<file path="src/rtl/spi_cmd_master.sv">
// spi_cmd_master: mode-0 SPI master issuing one instruction byte plus one data byte per command
module spi_cmd_master #(
    parameter int CLK_DIV  = 4,
    parameter int CS_SETUP = 2,
    parameter int CS_HOLD  = 2,
    parameter int CS_IDLE  = 2
) (
    input  logic       clk,
    input  logic       rst_n,
    input  logic       cmd_valid,
    output logic       cmd_ready,
    input  logic       cmd_write,
    input  logic [5:0] cmd_addr,
    input  logic [7:0] cmd_wdata,
    output logic       rsp_valid,
    output logic [7:0] rsp_rdata,
    output logic       busy,
    output logic       sclk,
    output logic       cs_n,
    output logic       sdo,
    input  logic       sdi
);
    typedef enum logic [2:0] {IDLE, SETUP, SHIFT, HOLD, GAP} state_t;
    state_t      state, state_next;
    logic [7:0]  cnt;
    logic [4:0]  bit_cnt;
    logic [14:0] tx_shift;
    logic [7:0]  rx_shift;
    logic [15:0] frame;
    logic        accept, tick;
    assign cmd_ready = state == IDLE;
    assign busy      = state != IDLE;
    assign accept    = cmd_valid && cmd_ready;
    assign frame     = {cmd_write, 1'b0, cmd_addr, cmd_write ? cmd_wdata : 8'h00};
    // state register
    always_ff @(posedge clk or negedge rst_n) begin
        if (!rst_n) state <= IDLE;
        else        state <= state_next;
    end
    // next state and per-state terminal count of the shared counter
    always_comb begin
        state_next = state;
        tick       = 1'b0;
        case (state)
            IDLE: state_next = accept ? SETUP : IDLE;
            SETUP: begin
                tick       = cnt == 8'(CS_SETUP - 1);
                state_next = tick ? SHIFT : SETUP;
            end
            SHIFT: begin
                tick       = cnt == 8'(CLK_DIV - 1);
                state_next = (tick && sclk && bit_cnt == 5'd16) ? HOLD : SHIFT;
            end
            HOLD: begin
                tick       = cnt == 8'(CS_HOLD - 1);
                state_next = tick ? GAP : HOLD;
            end
            GAP: begin
                tick       = cnt == 8'(CS_IDLE - 1);
                state_next = tick ? IDLE : GAP;
            end
            default: state_next = IDLE;
        endcase
    end
    // datapath: counter, shift registers and SPI pins; the counter restarts on every terminal count
    always_ff @(posedge clk or negedge rst_n) begin
        if (!rst_n) begin
            cnt       <= '0;
            bit_cnt   <= '0;
            tx_shift  <= '0;
            rx_shift  <= '0;
            sclk      <= 1'b0;
            cs_n      <= 1'b1;
            sdo       <= 1'b0;
            rsp_valid <= 1'b0;
            rsp_rdata <= '0;
        end else begin
            rsp_valid <= 1'b0;
            cnt       <= (state == IDLE || tick) ? 8'd0 : cnt + 8'd1;
            case (state)
                IDLE: if (accept) begin
                    tx_shift <= frame[14:0];
                    rx_shift <= '0;
                    bit_cnt  <= '0;
                    cs_n     <= 1'b0;
                    sdo      <= frame[15];
                end
                SHIFT: if (tick) begin
                    sclk <= ~sclk;
                    if (!sclk) begin
                        rx_shift <= {rx_shift[6:0], sdi};
                        bit_cnt  <= bit_cnt + 5'd1;
                    end else if (bit_cnt == 5'd16) begin
                        sdo <= 1'b0;
                    end else begin
                        sdo      <= tx_shift[14];
                        tx_shift <= {tx_shift[13:0], 1'b0};
                    end
                end
                HOLD: if (tick) begin
                    cs_n      <= 1'b1;
                    rsp_valid <= 1'b1;
                    rsp_rdata <= rx_shift;
                end
                default: ;
            endcase
        end
    end
endmodule

</file>
<file path="config.mk">
export PLATFORM = sky130hd
export DESIGN_NAME = spi_cmd_master
export DESIGN_NICKNAME = d
export VERILOG_FILES = /design/src/rtl/spi_cmd_master.sv
export SDC_FILE = /design/constraint.sdc
export NUM_CORES = 1
export LEC_CHECK = 0
export ABC_AREA = 1
export CAP_MARGIN = 20
export CORE_ASPECT_RATIO = 1.75
export CORE_UTILIZATION = 59
export CTS_BUF_LIST = sky130_fd_sc_hd__clkbuf_4 sky130_fd_sc_hd__clkbuf_8 sky130_fd_sc_hd__clkbuf_16
export DETAILED_ROUTE_END_ITERATION = 8
export HOLD_SLACK_MARGIN = 0.06
export PLACE_DENSITY = 0.95
export SLEW_MARGIN = 30
export SYNTH_ARGS = -nofsm -noshare
export SYNTH_HDL_FRONTEND = slang
export SYNTH_SLANG_ARGS = --single-unit
</file>
<file path="constraint.sdc">
create_clock -name clk -period 4.4 [get_ports clk]
set_input_delay 0.66 -clock clk [delete_from_list [all_inputs] [get_ports clk]]
set_output_delay 0.66 -clock clk [all_outputs]
set_load 0.02 [all_outputs]
</file>
Yosys cells after proc, flatten, opt, wreduce, memory -nomap -nowiden
Index checks and enable logic that the tools add are counted.
- $add $sub $neg: 2
- muxes and demuxes: 32
- reduce and logical (&&, ||, !) cells: 15
- equal/unequal tests: 13
- bitwise gates (word level): 1
- operators with widths (cell ; number):
    $mux W15 ; 4
    $mux W8 ; 5
    $pmux W15 S2 ; 1
    $pmux W8 S2 ; 1
    $mux W5 ; 3
    $pmux W3 S5 ; 1
    $mux W1 ; 10
    $ne A2 B2 Y1 const B ; 5
    $pmux W5 S2 ; 1
    $add A8 B1 Y8 const B ; 1
    $eq A8 B1 Y1 const B ; 1
    $eq A8 B2 Y1 const B ; 1
    $reduce_and A4 Y1 ; 2
    $eq A3 B2 Y1 const B ; 2
    $mux W3 ; 2
    $pmux W1 S2 ; 3
    $add A5 B1 Y5 const B ; 1
    $eq A5 B5 Y1 const B ; 1
    $reduce_and A5 Y1 ; 1
    $reduce_and A2 Y1 ; 2
    $reduce_bool A2 Y1 ; 2
    $eq A3 B1 Y1 const B ; 1
    $eq A3 B3 Y1 const B ; 1
    $logic_and A1 B1 Y1 ; 3
    other kinds (8) ; 8
- word-level logic and storage cells: 73
- output and inout bits: 14
- flip-flop bits (word level): 51
- input port bits: 19

Depth between registers and ports, before layout
Gate-level depths: netlist of run 1.
- depth after elaboration: 5
- depth in mapped cells: 9
- mapped depth without buffers: 9

Worst setup path before layout of run 1
OpenSTA, ideal clock, no wires.
- kind: input to register
- start point: input port cmd_valid
- end point: register tx_shift[14]
- arrival: 1.407 ns
- required time: 4.285 ns
- slack: 2.878 ns
- stages on the path: 7
- cell sequence: inv_1 > nor2_4 > or2_0 > buf_6 > buf_4 > nand3_1 > nand2_2
- longest elaborated chain between the ends: 3
- RTL lines (item ; RTL line ; text):
    start, declared ; 10 ; input logic cmd_valid,
    $logic_and A1 B1 Y1 ; 33 ; assign accept = cmd_valid && cmd_ready;
    $ne A2 B1 Y1 (no line) ; - ;
    $reduce_and A5 Y1 (no line) ; - ;
    end signal, assigned ; 82 ; tx_shift <= frame[14:0];
    end signal, assigned ; 97 ; tx_shift <= {tx_shift[13:0], 1'b0};
    end, declared ; 27 ; logic [14:0] tx_shift;
No other way between the ends.
A chain may end at the register's enable or synchronous reset.

Final worst setup path of run 1
- start point: register state[0]
- end point: output port cmd_ready
- longest elaborated chain between the ends: 1
- RTL lines (item ; RTL line ; text):
    start, declared ; 24 ; state_t state, state_next;
    start signal, assigned ; 38 ; else state <= state_next;
    $logic_not A3 Y1 ; 31 ; assign cmd_ready = state == IDLE;
    end, declared ; 11 ; output logic cmd_ready,
No other way between the ends.

==> results by group, run 1 <==
Global routing
  – GR Util met3: around 5%
  – Gr busiest metal: met2
  – First-pass GRT wire length: about 8200 um
  – Largest net degree at the start of global routing: 52
  – Grt total ovfl: 0
  – Gr usage total: 24.46%
  – Vias in the first global route: approximately 1900
  – Met1 GRT Util: 27.09%
  – Met2 Usage GRT: ~44%
  – Antenna violations before repair: 0

Worst setup path
  – Reg2reg end: bit_cnt[2]
  – Arrival time worst endpoint: 1.69 ns
  – Worst setup EP type: primary output
  – R2r startpoint: state[0]
  – Critical path data required time: between 3 and 4 ns
  – Crit Path Max Fanout: 6
  – Worst R2R Setup Slack: 2.25 ns
  – R2R depth: 7
  – Setup CP Type: flip-flop to primary output
  – Critical Path Source Type: flip-flop

Place
  – Dpl ws: 1.828 ns
  – Post-DP Area: between 2000 and 3000 sq um
  – Port Buf Inserts: 32
  – Placed Instances: between 300 and 400
  – Placer Congestion: ~0.84
  – Detail Placement HPWL: about 3200 um

Layout
  – Final Non-Filler Cells: roughly 380
  – Nets: 350
  – Layout fillers: 327
  – Fin area: 2920 sq um
  – Sequential cell area: ~1300 sq um
  – Share of layout cells above drive strength 1: between 10% and 20%
  – Final core utilization: a little under three quarters
  – Multi-input gate area: roughly 1100 sq um
  – Area growth syn-to-layout: 16.29%
  – ANT cells: 0

Synthesis
  – Synth Warn #: 0
  – Post-synth top area share: between 40% and 50%
  – Synthesized net count: 320
  – Yosys reg bits: ~50
  – Mean post-synth cell area: ~8.5 sq um
  – Syn Inst Count: 297
  – Post-Syn Area: around 2500 sq um
  – Async S/R FF share, synth: 100.0%
  – Cell with the most instances after synthesis: nand2_1
  – Count of cell types in the netlist: 33
  – Post-synthesis sequential area ratio: around half
  – Top_reg_cell synth: dfrtp_1
  – EDFF count, synth: 0
  – Synth area leaders: dfrtp_1 50%, nand2_1 14%, nand3_1 8.0%, nand2_2 3.7%, inv_1 3.6%
  – Top post-synthesis cells by count: 92 x nand2_1, 50 x dfrtp_1, 40 x nand3_1
  – Yosys top cell by area: dfrtp_1

Clock network
  – Post-CTS Hold Fix Bufs: 0
  – Setup bufs post-CTS: 0
  – Clk_lat worst skew: 0.33 ns
  – Clock sinks: 51
  – Htree depth: 2
  – CTS tree: yes
  – Root Buffer: clkbuf_8
  – Post-CTS Resized: 0
  – TritonCTS Buffers: 5
  – CTS Buffer Depth: 2
  – Reg clk slew, reported paths: about 0.10 ns

Timing
  – FMAX: approximately 420 MHz
  – Max-slew headroom: between 50% and 60%
  – Worst-Margin Slew: around 0.64 ns
  – Final min period: ~2.4 ns
  – Pins Over Slew Limit: 0
  – Fin worst setup slack: 2.045 ns
  – Tcrit/Tclk final: 53.51%
  – Setup TNS: 0 ns
  – Final Hold Viols: 0
  – Setup violations, final: 0
  – Min Hold Slack: roughly 0.34 ns
  – RSZ-0062 raised after global routing: false
  – Final Skew: 0.01444 ns

Die
  – Core region area: around 4100 sq um
  – Die Span Y: roughly 88 um
  – Die width: 51.32 um
  – Die ar.: approximately 4500 sq um
  – Starting Density: between 60 and 70%
  – Ports: 33
  – Row count: 31

Routing
  – DRT antenna net count: 0
  – Via count: between 1500 and 2000
  – Drt first pass iters: 4
  – Drt total wl: between 4000 and 5000 um
  – Residual DRC: 0
  – Via-per-instance ratio: 5.284
  – Routed wire per std cell: between 10 and 15 um
  – Starting DRT DRC Count: 61

Pwr
  – LEAKAGE: between 1 and 1.5 nW
  – PwrDens: between 200 and 300 nW/um^2
  – PnR Total Power: 0.8139 mW
  – Clk pwr share: a little over a third
  – Internal power: approximately 0.63 mW
  – P_sw: between 0.15 and 0.2 mW
  – Peak VDD IR: about 0.26 mV
  – Switch share: between 20% and 30%
  – Part of the power in registers: roughly 59%
  – Combinational Power Share: a little under 5%

Min path
  – Hold WC Path Type: input pin to async pin

Outcome
  – Status: finished clean

Flow run
  – Max Cap Viol: 0
worst max-delay path, stage by stage, from the launching register on:
cell	delay (ns)
dfrtp_1	0.47
nor2_4	0.16
nand2_4	0.10
inv_1	0.06
clkdlybuf4s50_1	0.59
layer usage:
metal	part of all wire, %	vias to the layer above
met5	0	-
met4	2.2	0
met3	2.9	7
met2	53	33
met1	42	951
li1	-	1001
power by group through the flow:
stage	registers [mW]	logic, mW	clock network (mW)
5_1_grt	0.482	0.0457	0.315
6_report	0.481	0.0397	0.293
2_1_floorplan	0.490	0.0125	0
4_1_cts	0.481	0.0405	0.303
3_3_place_gp	0.490	0.0394	0
3_5_place_dp	0.490	0.0406	0
how the worst max path moves through the flow:
stage,from,end,slack (ns),cells past startpoint
CTS,state[0],cmd_ready,2.04,4
global route,state[0],cmd_ready,1.99,4
global placement,cmd_valid,tx_shift[12],1.86,7
floorplan,cmd_valid,tx_shift[14],2.88,7
finish,state[0],cmd_ready,2.05,4
detailed placement,cmd_valid,tx_shift[12],1.83,7
cell type report:
cell class / instances / area share (%)
Sequential cell: 51 / 43.74
Clock buffer: 6 / 2.828
Multi-Input combinational cell: 210 / 36.33
Clock inverter: 2 / 0.5570
Timing Repair Buffer: 32 / 10.88
Tap cell: 49 / 2.099
Inverter: 27 / 3.556
flip-flops by register name, indices dropped and copies added, names as in the netlist:
| register | cells |
|---|---|
| tx_shift | 15 |
| rsp_valid | 1 |
| sdo | 1 |
| sclk | 1 |
| state | 3 |
| rx_shift | 8 |
| cs_n | 1 |
| bit_cnt | 5 |
| rsp_rdata | 8 |
| cnt | 8 |
cells by family (layout without fill, tap and decap cells):
logic type	Yosys count	count (layout)	synth area share, %
compound gates	18	18	4.285
xor+xnor	5	5	1.744
fa+ha+maj	4	4	1.993
buf+inv	36	67	6.875
flops	51	51	50.87
simple gates	183	183	34.23
cell usage in the layout, fill, tap and decap left out:
master            n
nand2_1          92
dfrtp_1          50
nand3_1          40
clkdlybuf4s50_1  31
inv_1            24
nor2_1           20
nand2_2          15
o22ai_1           8
clkbuf_8          6
o21ai_0           5
nand2_4           4
xor2_1            4
ha_1              4
nand4_1           3
nor3_1            3
nor2_4            2
o21ai_1           2
inv_2             1
clkinv_1          1
inv_4             1
o21bai_1          1
o31ai_1           1
o211ai_1          1
xnor2_1           1
nand3_2           1
or2_1             1
nand2_8           1
nor3b_1           1
clkinvlp_4        1
clkinv_4          1
dfstp_2           1
buf_4             1
(Power assumes the default switching activity.)
==> inputs of run 2 (changes only) <==
--- a/config.mk
+++ b/config.mk
@@ -8,11 +8,11 @@
 export ABC_AREA = 1
 export CAP_MARGIN = 20
 export CORE_ASPECT_RATIO = 1.75
-export CORE_UTILIZATION = 59
+export CORE_UTILIZATION = 55
 export CTS_BUF_LIST = sky130_fd_sc_hd__clkbuf_4 sky130_fd_sc_hd__clkbuf_8 sky130_fd_sc_hd__clkbuf_16
 export DETAILED_ROUTE_END_ITERATION = 8
 export HOLD_SLACK_MARGIN = 0.06
-export PLACE_DENSITY = 0.95
+export PLACE_DENSITY = 0.91
 export SLEW_MARGIN = 30
 export SYNTH_ARGS = -nofsm -noshare
 export SYNTH_HDL_FRONTEND = slang
==> constraint.sdc (replaced) <==
create_clock -name clk -period 2.3 [get_ports clk]
set_input_delay 0.345 -clock clk [delete_from_list [all_inputs] [get_ports clk]]
set_output_delay 0.345 -clock clk [all_outputs]
set_load 0.02 [all_outputs]
==> run 2 against run 1 <==
Against the previous run:
- first-iteration DRC count decreased by 48%
- cell area grew 2.4%
- final cell count up 1.6%
- clock power rose to 2.5 times the previous value
- largest cell class unchanged
- critical path type unchanged
- via count up 3.7%
- core utilization down 3.1 points
- die area rose by 7.0%
==> results by group, run 2 (synthesis gave the netlist of run 1 again) <==
Die
  – Core region area: 4404 sq um
  – Die width: 53.08 um
  – Row count: 32
  – Ports: 33
  – Starting Density: between 50% and 60%
  – Die Span Y: roughly 91 um
  – Die ar.: around 4900 sq um

Timing
  – Tcrit/Tclk final: about nine tenths
  – Setup violations, final: 0
  – Pins Over Slew Limit: 0
  – Final Hold Viols: 0
  – Final min period: 2.032 ns
  – RSZ-0062 raised after global routing: false
  – Setup TNS: 0 ns
  – Final Skew: between 0.01 and 0.015 ns
  – Worst-Margin Slew: between 0.5 and 0.6 ns
  – Max-slew headroom: about 65%
  – FMAX: 492.2 MHz

Clock network
  – Clk_lat worst skew: between 0.3 and 0.4 ns
  – Reg clk slew, reported paths: around 0.1 ns
  – CTS Buffer Depth: 2
  – CTS tree: yes
  – TritonCTS Buffers: 5
  – Clock sinks: 51
  – Post-CTS Resized: 0
  – Root Buffer: clkbuf_8
  – Htree depth: 2

Flow run
  – Max Cap Viol: 0

Layout
  – Fin area: 2990 sq um
  – Area growth syn-to-layout: 19.08%
  – ANT cells: 0
  – Commonest cells after routing, fill and taps aside: 92 x nand2_1, 50 x dfrtp_1, 40 x nand3_1
  – Share of layout cells above drive strength 1: between 10 and 15%
  – Nets: 354
  – Layout fillers: roughly 340
  – Max FFs per register: 15
  – Commonest non-fill, non-tap cell in the layout: nand2_1
  – Biggest register: tx_shift

Pwr
  – P_sw: about 0.34 mW
  – LEAKAGE: around 1.5 nW
  – Clk pwr share: 42.5%
  – Peak VDD IR: 0.6186 mV
  – Switch share: 19.66%
  – Combinational Power Share: under 10%
  – Part of the power in registers: 52.9%
  – Internal power: about 1.4 mW
  – PwrDens: approximately 580 nW/um^2

Worst setup path
  – Critical-path cell list: nor2_4 -> nand2_4 -> inv_1 -> clkdlybuf4s50_1
  – Critical path data required time: just under 2 ns
  – Worst setup EP type: primary output
  – Setup CP Type: flip-flop to primary output
  – Slowest cell on crit path: clkdlybuf4s50_1
  – Worst R2R Setup Slack: between 0.5 and 0.6 ns
  – Crit Path Max Fanout: 6
  – CP max stage delay: between 0.5 and 0.6 ns
  – Critical Path Source Type: flip-flop
  – Arrival time worst endpoint: ~1.7 ns

Routing
  – Via count: 2066
  – Drt first pass iters: 5
  – Via-per-instance ratio: 5.394
  – DRT antenna net count: 0
  – Routed wire per std cell: roughly 13 um
  – Starting DRT DRC Count: 32
  – Residual DRC: 0
  – Drt total wl: between 5000 and 6000 um

Global routing
  – Gr usage total: 24.07%
  – Largest net degree at the start of global routing: between 40 and 50
  – Grt total ovfl: 0
  – Vias in the first global route: 2046
  – Antenna violations before repair: 0
  – First-pass GRT wire length: roughly 8600 um

Outcome
  – Status: finished clean

Place
  – Post-DP Area: roughly 2800 sq um
  – Port Buf Inserts: 32
  – Placer Congestion: roughly 0.85
  – Detail Placement HPWL: about 3500 um

Min path
  – Hold WC Path Type: input pin to async pin
run 2: final timing paths:
path                                   start            to  cells past startpoint
worst max register to register      state[0]   tx_shift[4]                      8
worst min register to register  rsp_rdata[1]  rsp_rdata[1]                      2
worst max-delay path                state[0]     cmd_ready                      4
worst min-delay path                   rst_n  rsp_rdata[7]                      2
max in group asynchronous              rst_n   tx_shift[3]                      3
min in group clk                rsp_rdata[1]  rsp_rdata[1]                      2
run 2: through the flow:
step           std cells  total power [mW]  worst slack, ns  hold WS, ns  util [%]
5_1_grt              383             1.798           0.1919       0.4371     67.90
3_5_place_dp         374             1.018           0.5488       0.2137     64.57
2_1_floorplan        297            0.9607           0.8034      0.04941         -
3_3_place_gp         374             1.014           0.6040       0.2058     64.57
6_report             383             1.740           0.2682       0.4242     67.90
4_1_cts              383             1.754           0.2538       0.4454     67.90
run 2: critical path, delay by kind of cell (launching register included):
family                 cells  cell delay (ns)
buffers and inverters      2             0.66
and+or+nand+nor            2             0.27
DFF                        1             0.46
run 2: what timing repair did:
action | CTS | global route
endpoints found under the setup margin | 0 | 0
hold endpoints to repair | 9 | 0
buffers inserted | 0 | 0
hold buffers | 1 | 0
run 2: layout make-up:
type	instances	area (sq um)	area share, %
sequential	51	1277	42.72
multi-input combinational	210	1061	35.48
clock buffer	6	76.32	2.552
tap	51	63.81	2.134
timing repair buffer	36	347.8	11.63
clock inverter	2	60.06	2.008
inverter	27	103.9	3.473
run 2: layer usage:
metal	global-route usage (%)	vias to the layer above	part of all wire, %
met4	11.18	0	2.2
li1	-	1016	-
met2	42.72	56	56
met5	0	-	0
met1	26.12	983	37
met3	4.355	11	4.1
run 2: power groups by stage:
stage          Sequential, mW  Combinational, mW  Clock, mW
2_1_floorplan           0.937             0.0238          0
3_3_place_gp            0.937             0.0770          0
3_5_place_dp            0.938             0.0799          0
4_1_cts                 0.920             0.0816      0.752
5_1_grt                 0.923             0.0899      0.786
6_report                0.921             0.0799      0.740
